<file path="src/rtl/vend_pkg.sv">
// vend_pkg: shared timebase constants and timer state encoding
package vend_pkg;
  localparam int TC_2HZ = 25_000_000;
  localparam int CNT_W = 25;
  localparam int TMR_W = 8;
  typedef enum logic [1:0] {IDLE, RUN, DONE} tmr_state_t;
endpackage

</file>
<file path="src/rtl/vend_timebase_ctrl_if.sv">
// vend_timebase_ctrl_if: control/status bundle between vend FSM and timebase
interface vend_timebase_ctrl_if #(parameter int TMR_W = vend_pkg::TMR_W) ();
  logic en;
  logic tmr_start;
  logic [TMR_W-1:0] tmr_len;
  logic tmr_abort;
  logic tick_2hz;
  logic blink;
  logic tmr_busy;
  logic tmr_done;
  modport master (output en, tmr_start, tmr_len, tmr_abort, input tick_2hz, blink, tmr_busy, tmr_done);
  modport slave (input en, tmr_start, tmr_len, tmr_abort, output tick_2hz, blink, tmr_busy, tmr_done);
endinterface

</file>
<file path="src/rtl/tc_prescaler.sv">
// tc_prescaler: terminal-count prescaler with clear/enable and registered tick
module tc_prescaler #(
  parameter int TC = vend_pkg::TC_2HZ,
  parameter int CNT_W = vend_pkg::CNT_W
) (
  input  logic clk,
  input  logic rst,
  input  logic en_i,
  input  logic clr_i,
  output logic tick_o,
  output logic tick_d_o
);
  localparam logic [CNT_W-1:0] LAST = CNT_W'(TC - 1);
  logic [CNT_W-1:0] cnt_q, cnt_d;
  logic tick_q, tick_d;
  // clear wins over wrap so a synchronised start never produces a tick
  assign tick_d = en_i && !clr_i && cnt_q == LAST;
  assign cnt_d = (clr_i || tick_d) ? '0 : en_i ? cnt_q + 1'b1 : cnt_q;
  always_ff @(posedge clk or posedge rst) begin
    if (rst) begin
      cnt_q <= '0;
      tick_q <= 1'b0;
    end else begin
      cnt_q <= cnt_d;
      tick_q <= tick_d;
    end
  end
  assign tick_o = tick_q;
  assign tick_d_o = tick_d;
endmodule

</file>
<file path="src/rtl/vend_timebase_ctrl.sv">
// vend_timebase_ctrl: 2 Hz tick, blink and one-shot tick-counted timer for the vend FSM
module vend_timebase_ctrl #(
  parameter int TC = vend_pkg::TC_2HZ,
  parameter int CNT_W = vend_pkg::CNT_W,
  parameter int TMR_W = vend_pkg::TMR_W,
  parameter bit SYNC_START = 1'b1
) (
  input logic clk,
  input logic rst,
  vend_timebase_ctrl_if.slave bus
);
  import vend_pkg::*;
  tmr_state_t state_q, state_d;
  logic [TMR_W-1:0] rem_q, rem_d;
  logic blink_q, tick, tick_d, clr;
  assign clr = SYNC_START && state_q == IDLE && bus.tmr_start && !bus.tmr_abort && bus.tmr_len != '0;
  tc_prescaler #(.TC(TC), .CNT_W(CNT_W)) u_presc (
    .clk(clk),
    .rst(rst),
    .en_i(bus.en),
    .clr_i(clr),
    .tick_o(tick),
    .tick_d_o(tick_d)
  );
  always_comb begin
    state_d = state_q;
    rem_d = rem_q;
    case (state_q)
      IDLE: if (bus.tmr_start && !bus.tmr_abort) begin
        state_d = bus.tmr_len != '0 ? RUN : DONE;
        rem_d = bus.tmr_len;
      end
      RUN: if (bus.tmr_abort) state_d = IDLE;
        else if (tick) begin
          state_d = rem_q == TMR_W'(1) ? DONE : RUN;
          rem_d = rem_q - 1'b1;
        end
      default: state_d = IDLE;
    endcase
  end
  always_ff @(posedge clk or posedge rst) begin
    if (rst) begin
      state_q <= IDLE;
      rem_q <= '0;
      blink_q <= 1'b0;
    end else begin
      state_q <= state_d;
      rem_q <= rem_d;
      blink_q <= blink_q ^ tick_d;
    end
  end
  assign bus.tick_2hz = tick;
  assign bus.blink = blink_q;
  assign bus.tmr_busy = state_q == RUN;
  assign bus.tmr_done = state_q == DONE;
endmodule
</file>
<file path="src/flat_wrapper.sv">
// flat-port wrapper written by rule: the top's interface ports become plain ports
module vend_timebase_ctrl_flat import vend_pkg::*;
#(
  parameter int TC = vend_pkg::TC_2HZ,
  parameter int CNT_W = vend_pkg::CNT_W,
  parameter int TMR_W = vend_pkg::TMR_W,
  parameter bit SYNC_START = 1'b1
)
  (clk, rst, bus_en, bus_tmr_start, bus_tmr_len, bus_tmr_abort, bus_tick_2hz, bus_blink, bus_tmr_busy, bus_tmr_done);
  vend_timebase_ctrl_if #(.TMR_W(TMR_W)) bus_i ();
  input logic clk;
  input logic rst;
  input wire logic [$bits(bus_i.en)-1:0] bus_en;
  input wire logic [$bits(bus_i.tmr_start)-1:0] bus_tmr_start;
  input wire logic [$bits(bus_i.tmr_len)-1:0] bus_tmr_len;
  input wire logic [$bits(bus_i.tmr_abort)-1:0] bus_tmr_abort;
  output wire logic [$bits(bus_i.tick_2hz)-1:0] bus_tick_2hz;
  output wire logic [$bits(bus_i.blink)-1:0] bus_blink;
  output wire logic [$bits(bus_i.tmr_busy)-1:0] bus_tmr_busy;
  output wire logic [$bits(bus_i.tmr_done)-1:0] bus_tmr_done;
  assign bus_i.en = bus_en;
  assign bus_i.tmr_start = bus_tmr_start;
  assign bus_i.tmr_len = bus_tmr_len;
  assign bus_i.tmr_abort = bus_tmr_abort;
  assign bus_tick_2hz = bus_i.tick_2hz;
  assign bus_blink = bus_i.blink;
  assign bus_tmr_busy = bus_i.tmr_busy;
  assign bus_tmr_done = bus_i.tmr_done;
  vend_timebase_ctrl #(.TC(TC), .CNT_W(CNT_W), .TMR_W(TMR_W), .SYNC_START(SYNC_START)) u_core (.clk(clk), .rst(rst), .bus(bus_i));
endmodule
</file>
<file path="config.mk">
export PLATFORM = sky130hd
export DESIGN_NAME = vend_timebase_ctrl_flat
export DESIGN_NICKNAME = d
export VERILOG_FILES = /design/src/rtl/vend_pkg.sv /design/src/rtl/vend_timebase_ctrl_if.sv /design/src/rtl/tc_prescaler.sv /design/src/rtl/vend_timebase_ctrl.sv /design/src/flat_wrapper.sv
export SDC_FILE = /design/constraint.sdc
export NUM_CORES = 1
export LEC_CHECK = 0
export BUFFER_PORTS_ARGS = -buffer_cell sky130_fd_sc_hd__buf_2
export CAP_MARGIN = 25
export CORE_UTILIZATION = 60
export CTS_BUF_LIST = sky130_fd_sc_hd__clkbuf_8
export CTS_CLUSTER_DIAMETER = 100
export DETAILED_ROUTE_END_ITERATION = 8
export PLACE_DENSITY = 0.82
export SYNTH_ARGS = -nofsm -noshare
export SYNTH_HDL_FRONTEND = slang
export SYNTH_SLANG_ARGS = --single-unit
export TNS_END_PERCENT = 20
</file>
<file path="constraint.sdc">
create_clock -name clk -period 2.57 [get_ports clk]
set_input_delay 0.514 -clock clk [delete_from_list [all_inputs] [get_ports clk]]
set_output_delay 0.514 -clock clk [all_outputs]
set_load 0.02 [all_outputs]
</file>
Yosys cells after proc, flatten, opt, wreduce, memory -nomap -nowiden

Cells that the tools add are included.

Equal/unequal tests: 8
Reduce and logical (&&, ||, !) cells: 15
$add $sub $neg: 2
Bitwise operators: 1
Muxes and demuxes: 12

Operators with widths:

| operator                                                                | number |
|---|---|
| 25-bit 2-to-1 mux                                                       | 2 |
| 25-bit by 1-bit adder with 25-bit output, second input constant         | 1 |
| 25-bit equality test, second input constant                             | 1 |
| 8-bit 2-to-1 mux                                                        | 3 |
| 8-bit case mux with 2 select lines                                      | 1 |
| 2-bit 2-to-1 mux                                                        | 5 |
| 8-bit by 1-bit equality test with 1-bit output, second input constant   | 1 |
| 8-bit nonzero test                                                      | 1 |
| 8-bit by 1-bit subtractor with 8-bit output, second input constant      | 1 |
| 1-bit logical AND                                                       | 6 |
| 2-bit inequality test, second input constant                            | 2 |
| 2-bit case mux with 2 select lines                                      | 1 |
| 4-bit AND reduction                                                     | 1 |
| 2-bit nonzero test                                                      | 2 |
| 3-bit by 2-bit inequality test with 1-bit output, second input constant | 1 |
| 2-bit by 1-bit equality test with 1-bit output, second input constant   | 1 |
| 2-bit equality test, second input constant                              | 1 |
| 1-bit logical NOT                                                       | 2 |
| 2-bit logical NOT                                                       | 1 |
| 2-bit by 1-bit inequality test with 1-bit output, second input constant | 1 |
| 2-bit AND reduction                                                     | 1 |
| 1-bit logical OR                                                        | 1 |
| 1-bit XOR                                                               | 1 |

Output and inout port bits: 4
Word-level logic and storage cells: 43
Input bits: 13
Register bits: 37

Depth between registers and ports, before layout

Gate-level depths: netlist of run 1.

Depth after elaboration: 9
Mapped depth: 7
Mapped depth without buffers: 6

Hierarchy

Synthesis of run 1 repeated with hierarchy kept, for this count alone.

Cells, all modules: 226
Area total of the unflattened synthesis: 2,160.8 um^2

Modules (own cells, without submodules):

| module             | instances | cells an instance | area each (um^2) | seq. area each (um^2) |
|---|---|---|---|---|
| tc_prescaler       | 1         | 142               | 1,420.1          | 650.6 |
| vend_timebase_ctrl | 1         | 84                | 740.7            | 275.3 |

Least setup slack after synthesis of run 1

No wires, ideal clock.

Path type: input to register
Start: in bus_en
End: reg u_core.u_presc.cnt_q[17]
Arrival: 1.925 ns
Setup slack: 0.571 ns
Required time: 2.496 ns
Stages: 5
Setup time: 0.074 ns
Buffers on the path: 1
Cells stage by stage: nand3_1 or4b_4 buf_6 or4b_4 a21oi_2

Cells in the longest elaborated chain, start to end: 4
Elaborated cells between the ends (all ways): 5
Those cells by class: mux: 1; reduce/logical: 4

RTL lines:

| element                                                 | line               | RTL |
|---|---|---|
| start, declared                                         | flat_wrapper.sv:13 | `input wire logic [$bits(bus_i.en)-1:0] bus_en;` |
| 1-bit logical AND (2 in a row)                          | tc_prescaler.sv:17 | `assign tick_d = en_i && !clr_i && cnt_q == LAST;` |
| 1-bit logical OR                                        | tc_prescaler.sv:18 | `assign cnt_d = (clr_i \|\| tick_d) ? '0 : en_i ? cnt_q + 1'b1 : cnt_q;` |
| 25-bit 2-to-1 mux or 2-bit nonzero test (tied branches) | --                 |  |
| end signal, assigned                                    | tc_prescaler.sv:24 | `cnt_q <= cnt_d;` |
| end, declared                                           | tc_prescaler.sv:14 | `logic [CNT_W-1:0] cnt_q, cnt_d;` |

Several ways; a longest one is shown, not always the timed one.
A chain may end at the register's enable or synchronous reset.

Final worst setup path of run 1

Start: reg u_core.state_q[1]
End: out bus_tmr_busy

Cells in the longest elaborated chain, start to end: 1

RTL lines:

| element                                        | line                     | RTL |
|---|---|---|
| start, declared                                | vend_timebase_ctrl.sv:13 | `tmr_state_t state_q, state_d;` |
| start signal, assigned                         | vend_timebase_ctrl.sv:47 | `state_q <= state_d;` |
| 2-bit by 1-bit equality test with 1-bit output | vend_timebase_ctrl.sv:54 | `assign bus.tmr_busy = state_q == RUN;` |
| end, declared                                  | flat_wrapper.sv:19       | `output wire logic [$bits(bus_i.tmr_busy)-1:0] bus_tmr_busy;` |

Every way passes these cells.

==> results.md, run 1 <==
Outcome:
- The run finished with clean final reports.

Global route:
- The number of global-route vias before repair is 1770.
- The initial antenna violation count is 0.
- The global-route total usage across every layer is 28.6%.
- The first global-routing pass estimated 7.73 mm of wire.
- Entering global routing, the biggest net connects 38 pins.
- The global route total overflow is 0.

Logic synthesis:
- In the synthesized netlist the async set-or-reset flop fraction comes to 100%.
- The synthesized cell area is 2040 sq um.
- Yosys attributes the largest share of cell area to dfrtp_1 45%, a21oi_1 4.2%, nor2_1 3.7%, o21ai_0 3.7%, xor2_1 3.4%.
- During synthesis, Yosys emitted a total of 0 warnings.
- Each instance of the synthesized netlist takes up on average 9.20 sq um.
- The synthesized design contains 0 enable-type register cells.
- The register bit count reported by yosys is 37.
- Of the post-synthesis cell area, the dominant cell type holds 45.3%.
- The sequential fraction of the synthesis area is 45.3%.
- Synthesis produced a netlist with a net count of 238.
- The post-synthesis cell count is 222.
- The unique cell type count in the Yosys netlist is 42.
- dfrtp_1 takes more of the synthesized area than any other cell.
- The most common flop cell mapped by yosys is dfrtp_1.

Clock tree:
- Post-CTS repair changed the size of 0 cells.
- The post-CTS repair timing setup buffer count is 0.
- The number of hold buffers added after cts is 0.
- TritonCTS built the clock tree.
- The tree is rooted in a clkbuf_8.
- Clock-pin slew was measured on the worst setup and hold paths at 0.06 ns.
- The total number of H-tree levels is 2.
- No sink is reached through more buffers than the 2 on the longest clock path.
- The number of clock sinks seen by CTS is 37.
- In this run, CTS created clock tree buffers numbering 5.
- The clock insertion delay at the later pin of the skew report is 0.29 ns.

Drt:
- Once detail routing completed, the nets flagged for antenna violations numbered 0.
- The average wire length per cell after detail routing is 15.9 um.
- The first-pass iteration count of the detailed router is 4.
- Using the TritonRoute via totals, the vias-per-cell ratio works out to 6.34.
- The number of vias after detailed routing is 1801.
- The first routing iteration left 198 violations.
- In the routed design, unresolved DRC markers number 0.
- Wires add up to 4.51 mm.

Placed design:
- The count of buffers added on input and output ports is 16.
- The global placement routability congestion is 0.881.
- The number of placed instances, taps included is 277.
- Prior to clock tree synthesis, the placed netlist has a worst setup slack of 0.395 ns.
- The estimated wirelength of the detail-placed design is 3.14 mm.

Timing:
- The worst path uses 81.4% of the clock period.
- Headroom to the max-slew limit came out at 51.6%.
- The hold violation total from the final report is 0.
- At the pin with the least slew margin, the transition time is 0.708 ns.
- The final setup violation count is 0.
- Once routing completed, OpenROAD measured the worst setup slack at 0.479 ns.
- The post-route minimum period is 2.09 ns.
- The total negative slack for setup checks is 0 ns.
- The maximum clock frequency is 478 MHz.
- The clock arrives with 0.00937 ns of skew.
- The max-slew violation total from the final report is 0.
- Setup repair after global routing left no endpoint under its margin.

Finish:
- The number of diodes is 0.
- The top cell types in the final layout, fill and taps aside, are 37 x dfrtp_1, 20 x nor2_1, 17 x a21oi_1.
- The number of inserted filler cells in the final layout is 240.
- The area added between synthesis and finish is 10.2%.
- The commonest non-fill, non-tap cell in the layout is dfrtp_1.
- The number of nets in the layout is 256.
- The proportion of layout cells with a drive suffix above 1 is 12.5%.
- Excluding fillers, the count of instances in the completed layout stands at 284.

Critical path:
- The element type at the critical path end is a primary output.
- The path type of the worst setup path is flop to primary output.
- The critical path goes through nand2b_1 > clkinv_1 > buf_2.
- The cell type of the slowest stage on the worst timing path is nand2b_1.
- The worst endpoint required time is 2.06 ns.
- STA classifies the critical path startpoint as a flop.
- The largest fanout on the critical path is 17.
- For the worst flop-to-flop path, the logic depth is 4.
- At the worst endpoint, the arrival time is 1.58 ns.
- The stage delay of the slowest cell on the critical path is 0.50 ns.

Floorplanning:
- The die span in y is 60.3 um.
- The die covers 3640 sq um.
- The die width is 60.3 um.
- The initial utilization of the core area, before any placement, comes to 65.3%.
- The floorplan step defined a core boundary enclosing 3130 sq um.
- In this run the count of I/O pins placed on the die edge is 17.
- The total number of placement rows is 20.

Min path:
- The class of the tightest hold or removal check is input pin to asynchronous set/reset pin.

Pwr:
- The total power consumption of the routed design is 1.40 mW.
- VDD sags by at most 0.000487 V.
- The total power divided by cell area is 620 nW/um^2.
- The total leakage power is 0.956 nW.

Job:
- Across the run, the number of max-cap violations was 0.
==> through the flow <==
stage          cell area, sq um  util [%]  hold WS [ns]
2_1_floorplan              2040         -         0.470
3_3_place_gp               2160      69.2         0.449
3_5_place_dp               2160      69.2         0.475
4_1_cts                    2250      71.9         0.360
5_1_grt                    2250      71.9         0.399
6_report                   2250      71.9         0.335
==> per-layer routing <==
| metal | track usage [%] | vias up | wire length, um |
|---|---|---|---|
| met1 | 36.5 | 871 | 1980 |
| li1 | - | 857 | - |
| met3 | 7.68 | 10 | 210 |
| met5 | 0 | - | 0 |
| met2 | 46.5 | 63 | 2230 |
| met4 | 11.0 | 0 | 82 |
==> state kept, by name, summed over array words and instances (netlist names) <==
name and flops:
u_core.u_presc.tick_o 1, u_core.bus.blink 1, u_core.u_presc.cnt_q 25, u_core.rem_q 8, u_core.state_q 2
==> worst paths after layout <==
path,from,end,slack [ns]
min in group clk,u_core.bus.blink,u_core.bus.blink,0.48
min reg2reg,u_core.bus.blink,u_core.bus.blink,0.48
max in group asynchronous,rst,u_core.u_presc.cnt_q[6],1.91
max reg2reg,u_core.u_presc.cnt_q[8],u_core.u_presc.cnt_q[23],0.49
min,rst,u_core.u_presc.tick_o,0.33
max,u_core.state_q[1],bus_tmr_busy,0.48
==> synthesized netlist by cell type (3+ instances only) <==
cell and number:
and4_1 5, or4_1 5, nor2_1 20, a21oi_1 17, nand4_1 8, ha_1 3
nor3_1 8, xor2_1 8, clkbuf_1 6, nor4_1 3, xnor2_1 5, and3_1 3
a22oi_1 3, o31ai_1 5, inv_1 6, nand2_1 16, o21ai_0 15, o2bb2ai_1 3
or3_1 8, nand3_1 10, dfrtp_1 37, nand2b_1 3
==> critical path: cells and delay by family, from the launching register on <==
kind	cells	cell delay [ns]
buffers and inverters	2	0.37
DFF	1	0.43
and+or+nand+nor	1	0.50
==> logic make-up after synthesis <==
group / Yosys count / share of synthesized area, %
simple gates: 99 / 27.3
compound gates: 52 / 15.6
flops: 37 / 45.3
buf+inv: 16 / 3.43
xor+xnor: 13 / 5.58
fa+ha+maj: 3 / 1.84
mux: 2 / 0.980
==> report_power, final <==
part	leakage, nW	internal [mW]	total [mW]	switching (mW)
logic	0.410	0.114	0.263	0.149
registers	0.498	0.649	0.728	0.0790
clock network	0.0485	0.209	0.404	0.195
total	0.956	0.972	1.40	0.424
==> area by class of cell <==
cell class / instances / area [sq um] / area share (%)
tap: 44 / 55.1 / 2.45
sequential: 37 / 926 / 41.2
inverter: 7 / 26.3 / 1.17
clock buffer: 6 / 82.6 / 3.67
clock inverter: 1 / 3.75 / 0.167
timing repair buffer: 20 / 110 / 4.89
multi-input combinational: 169 / 1050 / 46.5
Power figures use the tool's default switching activity.
==> inputs of run 2 (changes only) <==
clock period = 2.1 ns   (was 2.57 ns; I/O delays follow)
==> results.md, run 2 (synthesis gave the netlist of run 1 again) <==
Floorplanning:
- The die span in y is 60.3 um.
- The die area is 3640 sq um.
- The floorplan core area is 3130 sq um.
- The effective utilization at floorplan is 65.3%.
- The top-level I/O count is 17.
- The total number of placement rows is 20.
- The die width is 60.3 um.

Critical path:
- At the worst endpoint, the required time is 2.31 ns.
- Tracing the worst setup path back leads to its startpoint at u_core.u_presc.cnt_q[8].
- The critical path is of the flop to flop type.
- The cell type of the slowest stage on the worst timing path is or4b_4.
- Setup slack on the worst reg-to-reg path comes out at 0.14 ns.
- The kind of cell with the highest combined delay along the critical path is simple AND/OR/NAND/NOR gates.
- The number of buffer and inverter stages on the critical path is 0.
- The sort of element at the start of the critical path is a flop.
- In this run the critical register-to-register path is captured at u_core.u_presc.cnt_q[19].
- The signal on the critical path passes through and4_1 > or4b_4 > or4_1 > a21oi_1.
- The depth of the most critical reg-to-reg path is 4.
- STA classifies the critical path endpoint as a flop.
- STA puts the critical path data arrival time at 2.17 ns.
- The startpoint of the lowest-slack register-to-register path is u_core.u_presc.cnt_q[8].
- In this run the worst path has a maximum fanout of 7.
- The largest single stage delay on the critical path is 0.52 ns.

Pwr:
- The total leakage power is 0.981 nW.
- Power spread over the standard cell area amounts to 764 nW/um^2.
- IR analysis of the VDD net gives a maximum drop of 0.000472 V.

Timing:
- Derived from the worst setup path, the maximum achievable clock frequency is 510 MHz.
- The hold violation total from the final report came to 0.
- Hold is met by 0.219 ns.
- Setup repair after global routing left no endpoint under its margin.
- The share of the clock period used by the worst path after layout is 93.3%.
- The max-slew violation total from the final report was 0.
- Clock skew on the completed layout was measured at 0.00593 ns.
- The worst relative slew slack is 44.6%.
- At the pin with the least slew margin, the transition time is 0.811 ns.
- The final setup violation count is 0.
- The smallest clock period supported by the final layout is computed as 1.96 ns.

Drt:
- The first-pass iteration count of the detailed router is 4.
- For this block, the routed nets add up to 4.31 mm of wire.
- For this run, design rule violations remaining after detail routing come to 0.
- The routed layout has 1787 vias.
- After detailed routing, the number of vias per cell comes to 6.18.
- After detailed routing, the average wire length per cell comes to 14.9 um.
- The final antenna-violating net count is 0.
- In this run, the number of DRC markers left after iteration 0 of detailed routing was 124.

Global route:
- Global routing used 26.7% of the available tracks.
- The global route total overflow is 0.
- The first-pass GRT wire length is 7.25 mm.
- The number of global-route vias before repair is 1707.
- The initial antenna violation count is 0.
- The maximum number of pins on one net before global-route repair is 38.

Placed design:
- The estimated wirelength of the detail-placed design is 3.17 mm.
- Summing all placed instances gives a cell area of 2190 sq um.
- Input and output buffers added on the ports amount to 16.
- The global placement routability congestion is 0.874.

Clock tree:
- The clock input transition at the sequential cells of the worst setup and hold paths is 0.07 ns.
- TritonCTS built the clock tree.
- For this design, the sink count on the clock tree is 37.
- No sink is reached through more buffers than the 2 on the longest clock path.
- The later pin in the worst-skew pair is clocked with a latency of 0.29 ns.
- The clock tree synthesis step divided the H-tree into 2 levels.
- After clock tree synthesis, the setup repair step added 0 buffers.
- The number of gates resized after cts is 0.
- The number of hold buffers added after cts is 0.
- The library cell used as clock root buffer is clkbuf_8.
- The number of buffers created by CTS is 5.

Finish:
- In the layout the commonest cells are 37 x dfrtp_1, 20 x nor2_1, 17 x a21oi_1.
- u_core.u_presc.cnt_q holds more flip-flops than any other register.
- The number of nets in the layout is 260.
- The finished cells cover 2290 sq um.
- The number of antenna diodes in the final layout is 0.
- The flip-flop count of the largest register after layout is 25.
- The area added between synthesis and finish is 12.4%.
- Cells with a size suffix above 1 make up 14.7% of the layout.
- The commonest non-fill, non-tap cell in the layout is dfrtp_1.
- In the final layout, the registers with the most flip-flops are u_core.u_presc.cnt_q: 25 flops, u_core.rem_q: 8 flops, u_core.state_q: 2 flops.
- The layout has 243 filler cells.

Outcome:
- The flow ran to the end, and the final reports show no timing, DRC or antenna violations.

Job:
- The tool flagged a number of max-cap violations equal to 0.

Min path:
- The class of the tightest hold or removal check is input pin to asynchronous set/reset pin.
==> run 2: changes by cell type in the layout (fill, tap and decap cells not counted) <==
| cell | before | now |
|---|---|---|
| clkbuf_8 | 6 | 7 |
| clkinv_2 | 0 | 1 |
| buf_4 | 4 | 8 |
| inv_1 | 7 | 6 |
==> run 2: worst reg2reg max path, stage by stage (launching register included) <==
cell	delay, ns
dfrtp_1	0.43
and4_1	0.25
or4b_4	0.52
or4_1	0.52
a21oi_1	0.16
==> run 2: per-stage QoR <==
step | power [mW] | std cells | util (%) | worst slack (ns) | TNS [ns]
after floorplan | 1.12 | 222 | - | 0.151 | 0
after global placement | 1.19 | 281 | 70.1 | 0.103 | 0
after detailed placement | 1.22 | 281 | 70.1 | -0.00789 | -0.0110
after CTS | 1.77 | 289 | 73.4 | 0.168 | 0
after global routing | 1.84 | 289 | 73.4 | 0.0341 | 0
final | 1.75 | 289 | 73.4 | 0.140 | 0
==> run 2: per-layer routing <==
metal	up-vias	global-route usage [%]	share of wire, %
met5	-	0	0
met4	0	9.30	1.2
met3	5	4.48	3.4
met2	39	46.6	52
met1	871	33.4	43
li1	872	-	-
==> run 2: worst max-delay path by stage <==
stage | cells after the start | slack [ns] | to
detailed placement | 6 | -0.008 | u_core.u_presc.cnt_q[18]
floorplan | 5 | 0.15 | u_core.u_presc.cnt_q[17]
global route | 4 | 0.03 | u_core.u_presc.cnt_q[19]
CTS | 4 | 0.17 | u_core.u_presc.cnt_q[19]
finish | 4 | 0.14 | u_core.u_presc.cnt_q[19]
global placement | 5 | 0.10 | u_core.u_presc.cnt_q[17]
==> run 2: power breakdown <==
| part | switching [mW] | internal (mW) |
|---|---|---|
| clock network | 0.245 | 0.297 |
| logic | 0.181 | 0.141 |
| registers | 0.0968 | 0.794 |
| total | 0.523 | 1.23 |
==> run 2: final cells by class <==
cell class	count	area (sq um)	area share, %
Multi-Input combinational cell	169	1050	45.6
Sequential cell	37	926	40.3
Timing Repair Buffer	24	140	6.11
Clock buffer	7	96.3	4.20
Tap cell	44	55.1	2.40
Inverter	7	26.3	1.15
Clock inverter	1	5.00	0.218
==> inputs of run 3 (changes only) <==
BUFFER_PORTS_ARGS = not set   (was -buffer_cell sky130_fd_sc_hd__buf_2)
DONT_BUFFER_PORTS = 1   (was not set)
PLACE_DENSITY = 0.78   (was 0.82)
==> results.md, run 3 (synthesis gave the netlist of run 1 again) <==
Drt:
- The average wire length per cell after detail routing is 15.7 um.
- In this run the remaining antenna-violating nets after routing total 0.
- For this run, the detailed router's first-pass iteration total came to 4.
- The post-detailed-routing wire length is 4.26 mm.
- The number of vias per cell is 6.35.
- For this block, the initial DRC count from the detailed router was 124.
- The number of vias after detailed routing is 1720.
- The post-detailed-route DRC marker count is 0.

Job:
- The number of maximum-capacitance violations is 0.

Placed design:
- The congestion estimate from routability-driven global placement came to 0.863.
- The HPWL after detailed placement is 3.13 mm.
- Counting tap cells, the placed design contains a total of 264 instances.
- The placed cell area is 2110 sq um.
- Buffers placed on the I/O ports in this run total 0.

Global route:
- Global routing used 26.2% of the available tracks across all layers.
- The initial antenna violation count was 0.
- The number of global-route vias before repair came to 1627.
- The global route total overflow is 0.
- The first-pass GRT wire length is 7.03 mm.
- The maximum number of pins on one net before global-route repair is 38.

Floorplanning:
- From left edge to right edge, the die measures 60.3 um.
- The floorplan core area is 3130 sq um.
- The die covers 3640 sq um.
- The total number of placement rows is 20.
- The effective utilization at floorplan is 65.3%.
- The die span in y is 60.3 um.
- In this run the count of I/O pins placed on the die edge is 17.

Critical path:
- In this run the worst setup path begins at u_core.u_presc.cnt_q[1].
- STA classifies the critical path startpoint as a flop.
- The signal on the critical path passes through ha_1 > and4_1 > nand4_1 > or4_1 > a21oi_1.
- The cell family contributing the most delay on the critical path is simple AND/OR/NAND/NOR gates.
- The worst endpoint required time is 2.32 ns.
- The critical path contains buffers and inverters numbering 0 combined.
- The worst setup path is of the flop to flop kind.
- The setup check on the worst reg-to-reg path leaves a slack of 0.11 ns.
- In this run the worst path has a maximum fanout of 9.
- STA classifies the critical path endpoint as a flop.
- The critical path data arrival time is 2.21 ns.
- The stage delay of the slowest cell on the critical path is 0.59 ns.
- The worst register-to-register path begins at u_core.u_presc.cnt_q[1].
- On the critical path, the stage with the largest delay is an instance of or4_1.

Outcome:
- The flow ran to the end, and the final reports show no timing, DRC or antenna violations.

Timing:
- Setup repair after global routing could not meet its margin everywhere.
- The post-route minimum period is 1.99 ns.
- The hold violation total from the final report is 0.
- Setup violations remaining at the end of the flow were counted as 0.
- The maximum clock frequency is 501 MHz.
- The transition time at the pin with the least slew margin is 0.689 ns.
- The post-route worst hold slack is 0.123 ns.
- The maximum clock skew at final layout is 0.00626 ns.
- The max-slew violation total from the final report came to 0.
- The share of the clock period used by the worst path after layout is 95.0%.
- The worst relative slew slack is 52.9%.

Clock tree:
- The clock input transition at the sequential cells of the worst setup and hold paths is 0.07 ns.
- Hold repair after CTS inserted 0 buffers.
- The number of clock sinks seen by CTS is 37.
- The number of gates resized after cts is 0.
- The number of clock buffers added by TritonCTS is 5.
- The clock insertion delay at the later pin of the skew report is 0.29 ns.
- CTS placed an instance of clkbuf_8 at the clock tree root.
- The longest clock path from root to sink contains 2 buffers.
- Post-CTS timing repair inserted 0 buffers for setup.
- TritonCTS built the clock tree.
- The H-tree generated during clock tree synthesis spans 2 levels.

Finish:
- Summing all non-filler instances in the final layout gives an area of 2190 sq um.
- u_core.u_presc.cnt_q holds more flip-flops than any other register.
- The commonest non-fill, non-tap cell in the layout is dfrtp_1.
- The count of placed standard cells in the final layout, fillers left out is 271.
- The register with the most flip-flops in the layout has 25 of them.
- The largest registers in the layout are u_core.u_presc.cnt_q: 25 flops, u_core.rem_q: 8 flops, u_core.state_q: 2 flops.
- The net count of the finished layout is 243.
- The number of diodes is 0.
- The library cells used most frequently in the layout, excluding fill and tap cells, are 36 x dfrtp_1, 20 x nor2_1, 17 x a21oi_1.
- The area added between synthesis and finish is 7.41%.
- Fill cells in the final layout number 241.
- The proportion of layout cells with a drive suffix above 1 is 7.93%.

Pwr:
- Summing internal, switching and leakage power gives 1.69 mW.
- IR analysis of the VDD net gives a maximum drop of 0.000581 V.
- Power spread over the standard cell area amounts to 772 nW/um^2.
- For this design the static power due to leakage is 0.901 nW.

Min path:
- The worst hold path belongs to the class input pin to asynchronous set/reset pin.
## run 3: cell types whose count changed in the layout (fill, tap and decap cells not counted)
cell / before / now
inv_1: 6 / 7
clkinv_2: 1 / 0
buf_4: 8 / 7
dfrtp_1: 37 / 36
clkbuf_8: 7 / 6
dfrtp_2: 0 / 1
buf_2: 16 / 0
## run 3: worst paths after layout
check,endpoint,cells past startpoint
worst min register to register,u_core.rem_q[6],2
max in group asynchronous,u_core.u_presc.cnt_q[8],2
min in group clk,u_core.rem_q[0],2
worst min-delay path,u_core.u_presc.cnt_q[20],2
worst max-delay path,u_core.u_presc.cnt_q[22],5
worst max register to register,u_core.u_presc.cnt_q[22],5
## run 3: report_power, final
part	internal (mW)	switching [mW]	total, mW
clock	0.255	0.232	0.487
combinational	0.133	0.179	0.312
sequential	0.794	0.100	0.894
total	1.18	0.511	1.69
## run 3: area by class of cell
cell class                 count  area [sq um]  area share (%)
multi-input combinational    169          1050            47.7
sequential                    37           927            42.3
clock buffer                   6          82.6            3.76
tap                           44          55.1            2.51
timing repair buffer           7          52.6            2.40
inverter                       7          26.3            1.20
clock inverter                 1          3.75           0.171
## run 3: per-layer routing
layer  up-vias  share of wire, %  GRT usage (%)
met2        57                51           44.4
met3         7               4.6           7.04
met1       826                44           31.8
li1        830                 -              -
met4         0               1.2           9.97
met5         -                 0              0
## run 3: stage by stage
stage	worst slack, ns	util [%]	setup TNS (ns)
6_report	0.106	70.1	0
2_1_floorplan	0.151	-	0
5_1_grt	-0.0260	70.1	-0.0260
4_1_cts	0.0937	70.1	0
3_3_place_gp	0.203	67.3	0
3_5_place_dp	0.111	67.3	0
